### config.mk
export PLATFORM = sky130hd
export DESIGN_NAME = uart_cmd_framer_flat
export DESIGN_NICKNAME = d
export VERILOG_FILES = /design/src/rtl/uart_cmd_framer_pkg.sv /design/src/rtl/uart_cmd_framer_if.sv /design/src/rtl/uart_cmd_framer_sat_counter.sv /design/src/rtl/uart_cmd_framer.sv /design/src/flat_wrapper.sv
export SDC_FILE = /design/constraint.sdc
export NUM_CORES = 1
export LEC_CHECK = 0
export CELL_PAD_IN_SITES_DETAIL_PLACEMENT = 0
export CELL_PAD_IN_SITES_GLOBAL_PLACEMENT = 1
export CORE_MARGIN = 2
export CORE_UTILIZATION = 44
export CTS_CLUSTER_SIZE = 12
export DETAILED_ROUTE_END_ITERATION = 7
export GPL_TIMING_DRIVEN = 0
export PLACE_DENSITY = 0.88
export SYNTH_ARGS = -nofsm -noshare
export SYNTH_HDL_FRONTEND = slang
export SYNTH_SLANG_ARGS = --single-unit
### constraint.sdc
create_clock -name clk -period 4.2 [get_ports clk]
set_input_delay 0.84 -clock clk [delete_from_list [all_inputs] [get_ports clk]]
set_output_delay 0.84 -clock clk [all_outputs]
set_load 0.03 [all_outputs]
### src/rtl/uart_cmd_framer_pkg.sv
// Shared definitions for the UART command path: packet layout, opcodes and framer states.
// Imported by uart_cmd_framer, cmd_dispatcher and the testbench.
package uart_cmd_framer_pkg;

    localparam logic [7:0] OPC_READ  = 8'h01;
    localparam logic [7:0] OPC_WRITE = 8'h02;

    typedef struct packed {
        logic [7:0] cmd;
        logic [7:0] addr;
        logic [7:0] data;
    } cmd_packet_t;

    typedef enum logic [2:0] {
        ST_HUNT,
        ST_OPCODE,
        ST_ADDR,
        ST_DATA,
        ST_CHK
    } framer_state_e;

    function automatic logic opcode_valid(input logic [7:0] opc);
        return (opc == OPC_READ) || (opc == OPC_WRITE);
    endfunction

endpackage

### src/rtl/uart_cmd_framer_if.sv
// Byte stream from uart_rx plus the cmd_fifo write port, as seen by the framer.
// master = stream/FIFO side, slave = framer.
interface uart_cmd_framer_if;
    import uart_cmd_framer_pkg::*;

    logic [7:0]  rx_data;
    logic        rx_valid;
    logic        rx_frame_err;
    logic        cmd_fifo_full;
    logic        cmd_wr_en;
    cmd_packet_t cmd_wr_data;

    modport master (
        output rx_data, rx_valid, rx_frame_err, cmd_fifo_full,
        input  cmd_wr_en, cmd_wr_data
    );

    modport slave (
        input  rx_data, rx_valid, rx_frame_err, cmd_fifo_full,
        output cmd_wr_en, cmd_wr_data
    );

endinterface

### src/rtl/uart_cmd_framer_sat_counter.sv
// Event counter that sticks at all-ones instead of wrapping.
module sat_counter #(
    parameter int WIDTH = 8
) (
    input  logic             clk,
    input  logic             rst,
    input  logic             inc_i,
    output logic [WIDTH-1:0] cnt_o
);

    logic [WIDTH-1:0] cnt_q;

    always_ff @(posedge clk or posedge rst) begin
        if (rst) begin
            cnt_q <= '0;
        end else if (inc_i && (cnt_q != '1)) begin
            cnt_q <= cnt_q + 1'b1;
        end
    end

    assign cnt_o = cnt_q;

endmodule

### src/rtl/uart_cmd_framer.sv
// Assembles 5-byte command frames (sync, opcode, addr, data, chk) from the uart_rx stream,
// validates them and pushes good ones into cmd_fifo; resyncs on hunt, timeout or stop-bit error.
//
// state     | meaning
// ST_HUNT   | waiting for SYNC_BYTE, idle timer parked
// ST_OPCODE | next byte is the opcode
// ST_ADDR   | next byte is the address
// ST_DATA   | next byte is the data
// ST_CHK    | next byte is the checksum; frame verdict is made here
module uart_cmd_framer
    import uart_cmd_framer_pkg::*;
#(
    parameter logic [7:0] SYNC_BYTE      = 8'hA5,
    parameter int         TIMEOUT_CYCLES = 100000,
    parameter int         CNT_WIDTH      = 8
) (
    input  logic                 clk,
    input  logic                 rst,
    uart_cmd_framer_if.slave     bus,
    output logic [CNT_WIDTH-1:0] chk_err_cnt_o,
    output logic [CNT_WIDTH-1:0] drop_cnt_o,
    output logic [CNT_WIDTH-1:0] timeout_cnt_o
);

    localparam int IDLE_W = (TIMEOUT_CYCLES > 2) ? $clog2(TIMEOUT_CYCLES) : 1;
    localparam logic [IDLE_W-1:0] IDLE_LAST = IDLE_W'(TIMEOUT_CYCLES - 1);

    framer_state_e state_q, state_d;
    logic [7:0]    opc_q, opc_d;
    logic [7:0]    addr_q, addr_d;
    logic [7:0]    data_q, data_d;
    logic [IDLE_W-1:0] idle_q, idle_d;
    logic          wr_en_q, wr_en_d;
    cmd_packet_t   wr_data_q, wr_data_d;
    logic          chk_inc, drop_inc, to_inc;

    always_ff @(posedge clk or posedge rst) begin
        if (rst) begin
            state_q   <= ST_HUNT;
            opc_q     <= '0;
            addr_q    <= '0;
            data_q    <= '0;
            idle_q    <= '0;
            wr_en_q   <= 1'b0;
            wr_data_q <= '0;
        end else begin
            state_q   <= state_d;
            opc_q     <= opc_d;
            addr_q    <= addr_d;
            data_q    <= data_d;
            idle_q    <= idle_d;
            wr_en_q   <= wr_en_d;
            wr_data_q <= wr_data_d;
        end
    end

    always_comb begin
        state_d   = state_q;
        opc_d     = opc_q;
        addr_d    = addr_q;
        data_d    = data_q;
        idle_d    = idle_q;
        wr_en_d   = 1'b0;
        wr_data_d = wr_data_q;
        chk_inc   = 1'b0;
        drop_inc  = 1'b0;
        to_inc    = 1'b0;

        if (state_q == ST_HUNT) begin
            idle_d = '0;
            // a byte flagged with a stop-bit error never starts a frame
            if (bus.rx_valid && !bus.rx_frame_err && (bus.rx_data == SYNC_BYTE)) begin
                state_d = ST_OPCODE;
            end
        end else if (bus.rx_frame_err) begin
            state_d = ST_HUNT;
            idle_d  = '0;
            to_inc  = 1'b1;
        end else if (bus.rx_valid) begin
            idle_d = '0;
            case (state_q)
                ST_OPCODE: begin
                    opc_d   = bus.rx_data;
                    state_d = ST_ADDR;
                end
                ST_ADDR: begin
                    addr_d  = bus.rx_data;
                    state_d = ST_DATA;
                end
                ST_DATA: begin
                    data_d  = bus.rx_data;
                    state_d = ST_CHK;
                end
                ST_CHK: begin
                    state_d = ST_HUNT;
                    if (opcode_valid(opc_q) && ((opc_q ^ addr_q ^ data_q) == bus.rx_data)) begin
                        if (bus.cmd_fifo_full) begin
                            drop_inc = 1'b1;
                        end else begin
                            wr_en_d   = 1'b1;
                            wr_data_d = '{cmd: opc_q, addr: addr_q, data: data_q};
                        end
                    end else begin
                        chk_inc = 1'b1;
                    end
                end
                default: state_d = ST_HUNT;
            endcase
        end else if (idle_q == IDLE_LAST) begin
            state_d = ST_HUNT;
            idle_d  = '0;
            to_inc  = 1'b1;
        end else begin
            idle_d = idle_q + 1'b1;
        end
    end

    assign bus.cmd_wr_en   = wr_en_q;
    assign bus.cmd_wr_data = wr_data_q;

    sat_counter #(.WIDTH(CNT_WIDTH)) u_chk_err_cnt (
        .clk   (clk),
        .rst   (rst),
        .inc_i (chk_inc),
        .cnt_o (chk_err_cnt_o)
    );

    sat_counter #(.WIDTH(CNT_WIDTH)) u_drop_cnt (
        .clk   (clk),
        .rst   (rst),
        .inc_i (drop_inc),
        .cnt_o (drop_cnt_o)
    );

    sat_counter #(.WIDTH(CNT_WIDTH)) u_timeout_cnt (
        .clk   (clk),
        .rst   (rst),
        .inc_i (to_inc),
        .cnt_o (timeout_cnt_o)
    );

endmodule

### src/flat_wrapper.sv
// flat-port wrapper written by rule: the top's interface ports become plain ports
module uart_cmd_framer_flat import uart_cmd_framer_pkg::*;
#(
    parameter logic [7:0] SYNC_BYTE      = 8'hA5,
    parameter int         TIMEOUT_CYCLES = 100000,
    parameter int         CNT_WIDTH      = 8
)
  (clk, rst, chk_err_cnt_o, drop_cnt_o, timeout_cnt_o, bus_rx_data, bus_rx_valid, bus_rx_frame_err, bus_cmd_fifo_full, bus_cmd_wr_en, bus_cmd_wr_data);
  uart_cmd_framer_if bus_i ();
  input  logic clk;
  input  logic rst;
  output logic [CNT_WIDTH-1:0] chk_err_cnt_o;
  output logic [CNT_WIDTH-1:0] drop_cnt_o;
  output logic [CNT_WIDTH-1:0] timeout_cnt_o;
  input wire logic [$bits(bus_i.rx_data)-1:0] bus_rx_data;
  input wire logic [$bits(bus_i.rx_valid)-1:0] bus_rx_valid;
  input wire logic [$bits(bus_i.rx_frame_err)-1:0] bus_rx_frame_err;
  input wire logic [$bits(bus_i.cmd_fifo_full)-1:0] bus_cmd_fifo_full;
  output wire logic [$bits(bus_i.cmd_wr_en)-1:0] bus_cmd_wr_en;
  output wire logic [$bits(bus_i.cmd_wr_data)-1:0] bus_cmd_wr_data;
  assign bus_i.rx_data = bus_rx_data;
  assign bus_i.rx_valid = bus_rx_valid;
  assign bus_i.rx_frame_err = bus_rx_frame_err;
  assign bus_i.cmd_fifo_full = bus_cmd_fifo_full;
  assign bus_cmd_wr_en = bus_i.cmd_wr_en;
  assign bus_cmd_wr_data = bus_i.cmd_wr_data;
  uart_cmd_framer #(.SYNC_BYTE(SYNC_BYTE), .TIMEOUT_CYCLES(TIMEOUT_CYCLES), .CNT_WIDTH(CNT_WIDTH)) u_core (.clk(clk), .rst(rst), .bus(bus_i), .chk_err_cnt_o(chk_err_cnt_o), .drop_cnt_o(drop_cnt_o), .timeout_cnt_o(timeout_cnt_o));
endmodule
* After elaboration in Yosys (flattened, before gate mapping) *
Index checks and enable logic that the tools add are counted.

word-level totals
  register bits after elaboration = 93
  bits of input ports = 13
  output and inout bits = 49
  logic and storage cells = 80

cells by class
  add/subtract/negate cells = 4
  eq/ne operators = 13
  muxes and demuxes = 31
  bitwise operators = 5
  reductions and logical operators = 15

operators with widths
  operator               count
  $mux 17                4
  $add 8x1->8 const B    3
  $ne 8x8->1 const B     3
  $mux 1                 21
  $add 17x1->17 const B  1
  $eq 17x17->1 const B   1
  $xor 8x8->8            2
  $mux 3                 5
  $reduce_and 4->1       3
  $pmux 3 s3             1
  $eq 8x1->1 const B     1
  $eq 8x2->1 const B     1
  $eq 8x8->1             1
  $eq 8x8->1 const B     1
  $eq 3x2->1 const B     2
  $logic_and 1x1->1      6
  $reduce_and 6->1       1
  $reduce_bool 4->1      1
  $eq 3x1->1 const B     1
  $eq 3x3->1 const B     1
  $logic_not 3->1        1
  $not 1->1              3
  $ne 2x2->1 const B     1
  $reduce_and 2->1       1
  2 further kinds        2

* Longest topological paths before layout *
  depth after elaboration = 10
  depth in mapped cells = 7
  depth with buffers taken out = 7

* Modules after synthesis *
From an unflattened synthesis, not the netlist that was laid out.

unflattened totals
  cells, all modules = 363
  area total of the unflattened synthesis = 4425.5 µm²

by module, submodules not included
  module           instances  cells an instance  area an instance (µm²)  sequential area each (µm²)
  uart_cmd_framer  1          249                3168.0                  1726.7
  sat_counter      3          38                 419.2                   200.2

* Worst setup path before layout *
Ideal clock, no wire load.

  path kind = input -> register
  from = input bus_rx_data[4]
  to = register u_core.wr_data_q (netlist bit u_core.bus.cmd_wr_data[0])
  library setup time = 0.125 ns
  arrival = 2.414 ns
  required time = 4.075 ns
  slack = 1.661 ns
  cell stages on the path = 7
  buffers on the path = 1
  cell sequence = xor2_1 -> xnor2_1 -> nor4_4 -> nand3_2 -> nor3_4 -> buf_6 -> mux2_4

between the ends
  word-level cells in the longest chain between the ends = 3

RTL lines
  what                        line                   text
  start: declaration          flat_wrapper.sv:15     input wire logic [$bits(bus_i.rx_data)-1:0] bus_rx_data;
  $eq 8x8->1                  uart_cmd_framer.sv:96  if (opcode_valid(opc_q) && ((opc_q ^ addr_q ^ data_q) == bus.rx_data)) begin
  $logic_and 1x1->1           uart_cmd_framer.sv:96
  $reduce_and 6->1 (no line)  n/a
  end signal: assignment      uart_cmd_framer.sv:53  wr_data_q <= wr_data_d;
  end: declaration            uart_cmd_framer.sv:34  cmd_packet_t wr_data_q, wr_data_d;

Every way passes these cells.
A chain may end at the register's enable or synchronous reset.

* Final worst setup path *
  from = input bus_rx_data[7]
  to = register u_core.wr_data_q (netlist bit u_core.bus.cmd_wr_data[15])

The elaborated chain is that of the path after synthesis.

==> metrics.csv <==
stage;metric;value;unit
floorplanning;die_width;102;um
clock_network;path_clk_slew;0.09;ns
clock_network;cts_post_setup_buffers_inserted;0;
logic_synthesis;synth_top_cell_area_share;55.1;%
floorplanning;ioPinCount;62;
detailed_routing;first_pass_iters;4;
global_route;grt_overflow_total;0;
worst_setup_path;reg2reg_to;u_core.bus.cmd_wr_data[15];
logic_synthesis;syn_inst;335;
worst_setup_path;path_max_fanout;10;
clock_network;postCtsResizedCells;0;
finish;stdcell_count;542;
worst_setup_path;r2r-start;u_core.data_q[4];
placed_design;place.port_buffers;61;
placed_design;dp_slack;0.772;ns
finish;nets;425;
finish;diodes;0;
logic_synthesis;synth_common_cells;93 x dfrtp_1, 32 x nor2_1, 31 x mux2_2;
detailed_routing;wire_per_inst;14.4;um
placed_design;gp_congestion;0.798;
worst_setup_path;setup.worst_path.start;bus_rx_data[7];
worst_setup_path;cp-endpoint;u_core.bus.cmd_wr_data[15];
clock_network;cts_tree;done;
global_route;grt_max_degree;74;
clock_network;holdBufCountCts;0;
worst_hold_path;hp-class;register to register;
finish;nFillCells;800;
power;powerDensity;313;nW/um^2
power;power;1.64;mW
detailed_routing;vias;2726;
clock_network;clk-insertion-delay-late;0.36;ns
sta;finalWorstSetupSlack;1.11;ns
logic_synthesis;yosysSeqAreaShare;55.1;%
global_route;grt_pass1_wl;13300;um
clock_network;clockBufferDepth;2;
logic_synthesis;synth.distinct_cells;42;
logic_synthesis;synth-edff-count;0;
worst_setup_path;arrival;3.32;ns
logic_synthesis;yosysMostFrequentCell;dfrtp_1;
logic_synthesis;ys_seq_elements;93;
floorplanning;num_rows;35;
placed_design;placedCellCount;526;
finish;drive_above_1_share;16.7;%
logic_synthesis;syn-num-nets;352;
sta;hold_ws;0.488;ns
floorplanning;die_area;10400;sq um
power;leakage;2.36;nW
logic_synthesis;synth_ff_type;dfrtp_1;
job;maxCapViolCount;0;
finish;multi_input_area;1850;sq um
sta;hold_viol;0;
logic_synthesis;syn-cell-area;4230;sq um
worst_setup_path;rrSetupSlack;1.76;ns
sta;fmax;0.324;GHz
logic_synthesis;yosysTopAreaCell;dfrtp_1;
placed_design;dpl_cell_area;5030;sq um
detailed_routing;wl;7830;um
power;peakVddDrop;0.000188;V
worst_setup_path;crit_chain;clkdlybuf4s50_1 > xor2_1 > xnor2_1 > nor4_4 > nand3_2 > nor3_4 > buf_6 > mux2_4;
floorplanning;initial_core_util;45.5;%
clock_network;h-tree-depth;3;
worst_setup_path;crit_slowest_cell;clkdlybuf4s50_1;
worst_setup_path;slowest_delay;0.60;ns
finish;stdcell_area;5260;sq um
finish;fin_util;56.6;%
worst_setup_path;path_class;input port to register;
finish;area_growth;24.3;%
logic_synthesis;async_flop_share;100;%
global_route;grt_pass1_vias;2732;
worst_setup_path;startpoint_type;input port;
logic_synthesis;synth_area_leaders;dfrtp_1 55%, mux2_2 8.3%, xnor2_1 6.2%;
detailed_routing;via_per_inst;5.03;
sta;rsz0062_at_grt;false;
clock_network;cts.sinks;93;
sta;finalSetupViolCount;0;
detailed_routing;ant_nets;0;
sta;fin_crit;3.09;ns
floorplanning;core;9280;sq um
floorplanning;die_h;102;um
sta;worst_pin_slew;0.718;ns
worst_setup_path;cp-end-kind;register;
clock_network;cts-buffers-inserted;9;
worst_setup_path;cp_num_buf_inv;2;
sta;final_max_slew_viol_count;0;
logic_synthesis;ys_warn_count;0;
worst_setup_path;rr_worst_depth;7;
sta;post-route-period-util;73.5;%
sta;tns;0;ns
worst_setup_path;crit_required;4.44;ns
worst_setup_path;path_delay_family;simple AND/OR/NAND/NOR gates;
clock_network;cts_root_buf;clkbuf_8;
run_status;status;completed;
sta;relSlewSlack;52.0;%
sta;finalClockSkew;0.0117;ns
placed_design;hpwlAfterDp;5470;um
detailed_routing;route.detailed.drc;0;
global_route;antenna_found_initial;0;
global_route;grt_usage;16.5;%
logic_synthesis;avgSynthCellArea;12.6;sq um
finish;register_area;2330;sq um
detailed_routing;drtIter0Drc;122;
worst_setup_path;worst-path-stages;8;
[flip-flops by register name (all words and copies together), names as in the netlist]
register	count
u_core.bus.cmd_wr_data	24
u_core.idle_q	17
u_core.addr_q	8
u_core.data_q	8
u_core.opc_q	8
u_core.u_chk_err_cnt.cnt_o	8
u_core.u_drop_cnt.cnt_o	8
u_core.u_timeout_cnt.cnt_o	8
u_core.state_q	3
u_core.bus.cmd_wr_en	1
[logic make-up (layout without fill, tap and decap cells)]
kind of cell             after synthesis  after routing  share of synthesized area (%)
AND/OR/NAND/NOR                      117            117                           15.9
flip-flops                            93             93                           55.1
XOR/XNOR                              56             56                           11.9
multiplexers                          46             46                           13.1
buffers and inverters                 10             88                           1.27
AO/OA/AOI/OAI                          9              9                           1.51
adder cells (fa/ha/maj)                4              4                           1.18
[cell type report]
class / count / area share, %
Buffer: 6 / 0.738
Clock buffer: 13 / 3.02
Clock inverter: 3 / 1.29
Inverter: 4 / 0.333
Multi-Input combinational cell: 232 / 35.1
Sequential cell: 93 / 44.3
Tap cell: 129 / 3.07
Timing Repair Buffer: 62 / 12.1
[metal layers]
metal,vias up,GRT usage (%),routed length (um)
met1,1353,23.2,3860
li1,1305,-,-
met5,-,0,0
met2,55,25.1,3560
met3,13,3.90,295
met4,0,5.74,118
[power breakdown]
group,leakage (nW),total [mW],switching (mW),internal (mW)
sequential,1.30,0.902,0.00424,0.898
clock,0.110,0.670,0.301,0.369
combinational,0.954,0.0705,0.0426,0.0279
[worst min-delay path by stage]
stage,start,to,cells past startpoint
after global routing,u_core.idle_q[0],u_core.idle_q[0],1
after global placement,u_core.bus.cmd_wr_data[10],u_core.bus.cmd_wr_data[10],1
after floorplan,u_core.idle_q[0],u_core.idle_q[0],1
final,u_core.u_timeout_cnt.cnt_o[5],u_core.u_timeout_cnt.cnt_o[5],1
after CTS,u_core.idle_q[0],u_core.idle_q[0],1
after detailed placement,u_core.idle_q[0],u_core.idle_q[0],1
[layout by cell type, fill, tap and decap left out, drive strengths merged, types with 2 or more instances in the layout]
cell type      Yosys  final
dfrtp             93     93
clkdlybuf4s50      0     61
mux2              45     45
nor2              32     32
xnor2             30     30
xor2              25     25
nand3             19     19
nand2             17     17
clkbuf             3     16
nand4              9      9
nor2b              8      8
nor3               8      8
nor4               5      5
and2               4      4
ha                 4      4
inv                4      4
buf                3      4
and3               3      3
a21oi              3      3
or4                2      2
o21ai              2      2
and4               2      2
nor4b              2      2
bufinv             0      2
[worst reg2reg max path: cells and delay by family, from the launching register on]
kind	cells	cell delay, ns
XOR/XNOR	2	0.35
buffers and inverters	1	0.26
flip-flops	1	0.41
multiplexers	1	0.31
AND/OR/NAND/NOR	3	0.99
Power figures use the tool's default switching activity.
